**config.mk**
```make
export PLATFORM = sky130hd
export DESIGN_NAME = ins_prefetch_reg
export DESIGN_NICKNAME = d
export VERILOG_FILES = /design/src/rtl/ins_prefetch_reg.sv
export SDC_FILE = /design/constraint.sdc
export NUM_CORES = 1
export LEC_CHECK = 0
export CORE_MARGIN = 2
export CORE_UTILIZATION = 35
export CTS_CLUSTER_DIAMETER = 100
export DETAILED_ROUTE_END_ITERATION = 16
export PLACE_DENSITY = 0.63
export SETUP_SLACK_MARGIN = 0.1
export SYNTH_ARGS = -nofsm -noshare
export SYNTH_HDL_FRONTEND = slang
export SYNTH_SLANG_ARGS = --single-unit
export TNS_END_PERCENT = 10
```
**constraint.sdc**
```tcl
create_clock -name clk -period 7.7 [get_ports clk]
set_clock_uncertainty 0.05 [all_clocks]
set_input_delay 2.31 -clock clk [delete_from_list [all_inputs] [get_ports clk]]
set_output_delay 2.31 -clock clk [all_outputs]
set_load 0.02 [all_outputs]
```
**src/rtl/ins_prefetch_reg.sv**
```systemverilog
// Instruction register with a DEPTH-entry prefetch queue in front of it.
// Words are fetched ahead over a valid/ready handshake and loaded into the opcode/operand register on ir_load.
module ins_prefetch_reg #(
  parameter int OPC_W = 4,
  parameter int OPR_W = 4,
  parameter int DEPTH = 4,
  parameter int CNT_W = $clog2(DEPTH + 1)
) (
  input  logic                     clk,
  input  logic                     rst,
  input  logic [OPC_W+OPR_W-1:0]   instr_in,
  input  logic                     in_valid,
  output logic                     in_ready,
  input  logic                     ir_load,
  input  logic                     flush,
  output logic [OPC_W-1:0]         opcode,
  output logic [OPR_W-1:0]         operand,
  output logic                     ir_valid,
  output logic [CNT_W-1:0]         count
);

  localparam int IW    = OPC_W + OPR_W;
  localparam int PTR_W = $clog2(DEPTH);

  logic [IW-1:0]    r_mem [DEPTH];
  logic [PTR_W-1:0] r_wr_ptr;
  logic [PTR_W-1:0] r_rd_ptr;
  logic [CNT_W-1:0] r_count;
  logic [OPC_W-1:0] r_opcode;
  logic [OPR_W-1:0] r_operand;
  logic             r_ir_valid;

  logic             w_empty;
  logic             w_full;
  logic             w_load;
  logic             w_pop;
  logic             w_bypass;
  logic             w_push;
  logic [IW-1:0]    w_head;

  // Full/empty come from the registered count only, so in_ready has no combinational input path.
  assign w_empty  = (r_count == '0);
  assign w_full   = (r_count == CNT_W'(DEPTH));
  assign w_load   = ir_load && !flush;
  assign w_pop    = w_load && !w_empty;
  assign w_bypass = w_load && w_empty && in_valid;
  assign w_push   = in_valid && !w_full && !w_bypass && !flush;
  assign w_head   = r_mem[r_rd_ptr];

  assign in_ready = !w_full;
  assign opcode   = r_opcode;
  assign operand  = r_operand;
  assign ir_valid = r_ir_valid;
  assign count    = r_count;

  always_ff @(posedge clk) begin
    if (w_push && !rst) begin
      r_mem[r_wr_ptr] <= instr_in;
    end
  end

  always_ff @(posedge clk) begin
    if (rst || flush) begin
      r_wr_ptr <= '0;
      r_rd_ptr <= '0;
      r_count  <= '0;
    end else begin
      if (w_push) begin
        r_wr_ptr <= r_wr_ptr + PTR_W'(1);
      end
      if (w_pop) begin
        r_rd_ptr <= r_rd_ptr + PTR_W'(1);
      end
      case ({w_push, w_pop})
        2'b10:   r_count <= r_count + CNT_W'(1);
        2'b01:   r_count <= r_count - CNT_W'(1);
        default: r_count <= r_count;
      endcase
    end
  end

  // An empty-queue load with nothing incoming retires the instruction but keeps the old fields visible.
  always_ff @(posedge clk) begin
    if (rst || flush) begin
      r_opcode   <= '0;
      r_operand  <= '0;
      r_ir_valid <= 1'b0;
    end else if (w_pop) begin
      r_opcode   <= w_head[IW-1:OPR_W];
      r_operand  <= w_head[OPR_W-1:0];
      r_ir_valid <= 1'b1;
    end else if (w_bypass) begin
      r_opcode   <= instr_in[IW-1:OPR_W];
      r_operand  <= instr_in[OPR_W-1:0];
      r_ir_valid <= 1'b1;
    end else if (w_load) begin
      r_ir_valid <= 1'b0;
    end
  end

  countInRange: assert property (@(posedge clk) disable iff (rst) r_count <= CNT_W'(DEPTH));
  noPushWhenFull: assert property (@(posedge clk) disable iff (rst) !(w_push && w_full));

endmodule

```
==> flow_summary.ini <==
[critical_path]
cp-start-kind = input port
path_class = input port to flip-flop
slowest_stage = nor2b_1
r2r-start = count[0]
required_ns = 7.89
ff2ff_path_depth = 9
r2r_end = count[2]
path_cells = clkdlybuf4s50_1 -> nor2b_1 -> nand2_2 -> inv_1 -> ha_1 -> inv_1 -> fa_1 -> xor2_1 -> or3_1 -> a21oi_1
endpoint_kind = flip-flop
critPathMaxFanout = 11
cp-startpoint = ir_load
cp.arrival_ns = 5.09
crit_path_frequent_cell = inv_1
cpPeakStageDelay_ns = 0.66
worst-r2r-setup-slack_ns = 5.23

[synth]
synthTopCellsByArea = edfxtp_1 47%, dfxtp_1 18%, mux4_2 8.8%, nor2_1 3.5%, ha_1 3.1%
yosysWarnings = 0
syn-cell-area_mm2 = 0.00205
ys_ff_latch = 50
synth_top_family_by_area = simple AND/OR/NAND/NOR gates
synthAdderAreaFrac_pct = 4.03
yosysTopAreaCell = edfxtp_1
avgSynthCellArea_um2 = 14.0
synth_compound_area_share_pct = 5.87
synthMuxAreaShare_pct = 9.29
yosysTopAreaCellShare_pct = 46.9
synth_cell_types = 27
synth_xor_area_share_pct = 2.14
syn_nets = 165
yosysSeqAreaShare_pct = 64.5
synthSimpleGateAreaFrac_pct = 10.1
postSynthCellCount = 146

[sta]
timing.final.ws_setup_ns = 2.80
final-hold-violation-count = 0
finalSetupTns_ns = 0
setup_violations = 0
tightestPinTransition_ns = 0.790
final.min_clock_period_ns = 4.90
max_slew_margin_pct = 47.3
fmax_mhz = 204
timing.final.crit_share_pct = 63.6
rsz0062_at_grt = no
holdWs_ns = 0.447
drv_slew = 0

[pwr]
power.density_mw_per_mm2 = 195
p_leak_nw = 0.794
ir_worst_vdd_mv = 0.0733
p_total_mw = 0.473

[detailed_routing]
final_antenna_net_count = 0
drt_wl_total_um = 3750
drt_iter0_markers = 77
first_pass_iters = 4
wl_per_cell_um = 15.4
routed_via_density = 4.93
drc = 0
vias = 1197

[hold_path]
hold_end = ir_valid
whs_path_depth = 2
min-delay-start = ir_valid
hold_path_class = flip-flop to flip-flop

[clock_tree]
insertion_delay_ns = 0.30
cts_resized = 0
clock_path_buffers = 2
cts_hold_buf = 0
cts_tree = yes
clk_pin_slew_worst_paths_ns = 0.09
cts_setup_buffers = 0
clock-sinks = 50
clockRootBuffer = clkbuf_8
htreeDepth = 2
cts_buffers = 5

[final_layout]
drive_above_1_share_pct = 11.7
final_nets = 189
stdcell_area_mm2 = 0.00243
diodes = 0
fin_util_pct = 43.6
layout_commonest_cell = edfxtp_1
mostFrequentLayoutCells = 32 x edfxtp_1, 25 x clkdlybuf4s50_1, 19 x nor2_1, 18 x dfxtp_1, 10 x nand3_1
syn_to_final_growth_pct = 18.8
n_fill_cell = 516
instances_no_fill = 243

[global_routing]
gr-usage-met1_pct = 14.2
grt_pass1_vias = 1219
grt_max_degree = 18
gr-usage-met2_pct = 22.6
antenna_found_initial = 0
track_usage_pct = 12.9
grt_busiest_layer = met2
met3_usage_pct = 3.93
grt_overflow = 0
grt_pass1_wl_um = 5970

[place]
dp_slack_ns = 2.48
dpl.hpwl_um = 2660
placed_cell_area_mm2 = 0.00234
portBuffers = 25
dp.cells = 235
routabilityCongestion = 0.741

[floorplan]
std_cell_rows = 27
core_mm2 = 0.00557
start_util_pct = 36.7
die-width_um = 80.5
die_h_um = 80.5
ioPinCount = 26
dieArea_mm2 = 0.00648

[outcome]
status = completed

[flow_run]
cap_violations = 0
==> worst max-delay path: cells and delay by family <==
| kind | cells | cell delay, ns |
|---|---|---|
| adders and majority gates | 2 | 0.54 |
| xor gates and xnor gates | 1 | 0.16 |
| and+or+nand+nor | 3 | 1.26 |
| AOI/OAI and AO/OA | 1 | 0.13 |
| buffers and inverters | 3 | 0.68 |
==> cell type report <==
type,count,area [µm²],area share (%)
clock buffers,6,82.6,3.40
clock inverters,2,12.5,0.515
inverters,8,30.0,1.24
multi-input cells,80,644,26.5
flip-flops and latches,50,1320,54.3
well taps,72,90.1,3.71
repair buffers,25,250,10.3
==> worst max-delay path by stage <==
stage                     to  slack (ns)  depth (start not counted)
finish              count[2]        2.80                         10
global route        count[2]        2.65                         10
CTS                 count[2]        2.80                         10
detailed placement  count[2]        2.48                         10
global placement    count[2]        2.57                         10
floorplan           count[2]        3.60                         10
==> routing by layer <==
metal / wire length [µm] / vias to the layer above
li1: - / 577
met1: 1390 / 583
met2: 2050 / 30
met3: 220 / 7
met4: 82 / 0
met5: 0 / -
==> flip-flops by register name (all words and copies together) (netlist names), named ones only <==
| register | cells |
|---|---|
| r_mem | 32 |
| opcode | 4 |
| operand | 4 |
| count | 3 |
| r_rd_ptr | 2 |
| r_wr_ptr | 2 |
| ir_valid | 1 |
==> cells by family (layout without fill, tap and decap cells) <==
| family | after synthesis | in the layout |
|---|---|---|
| flops | 50 | 50 |
| mux | 9 | 9 |
| simple gates | 46 | 46 |
| xor+xnor | 5 | 5 |
| fa+ha+maj | 6 | 6 |
| compound gates | 14 | 14 |
| buf+inv | 16 | 41 |
==> synth_stat cells (all sizes together) <==
| cell type | instances |
|---|---|
| nor2b | 1 |
| o21ai | 1 |
| clkbuf | 3 |
| inv | 8 |
| edfxtp | 32 |
| a311oi | 8 |
| xor2 | 4 |
| ha | 5 |
| nand2 | 9 |
| o311ai | 1 |
| a21oi | 3 |
| nor2 | 19 |
| mux4 | 8 |
| mux2i | 1 |
| nand3 | 10 |
| or3 | 2 |
| xnor2 | 1 |
| and2 | 4 |
| fa | 1 |
| o21a | 1 |
| buf | 5 |
| dfxtp | 18 |
| or2 | 1 |
==> report_power, final <==
group          total (mW)  internal, mW  switching [mW]
clock               0.158        0.0723          0.0856
combinational      0.0268        0.0122          0.0147
sequential          0.288         0.287         0.00141
total               0.473         0.371           0.102
Note: power is estimated with default switching activity, not from simulation.
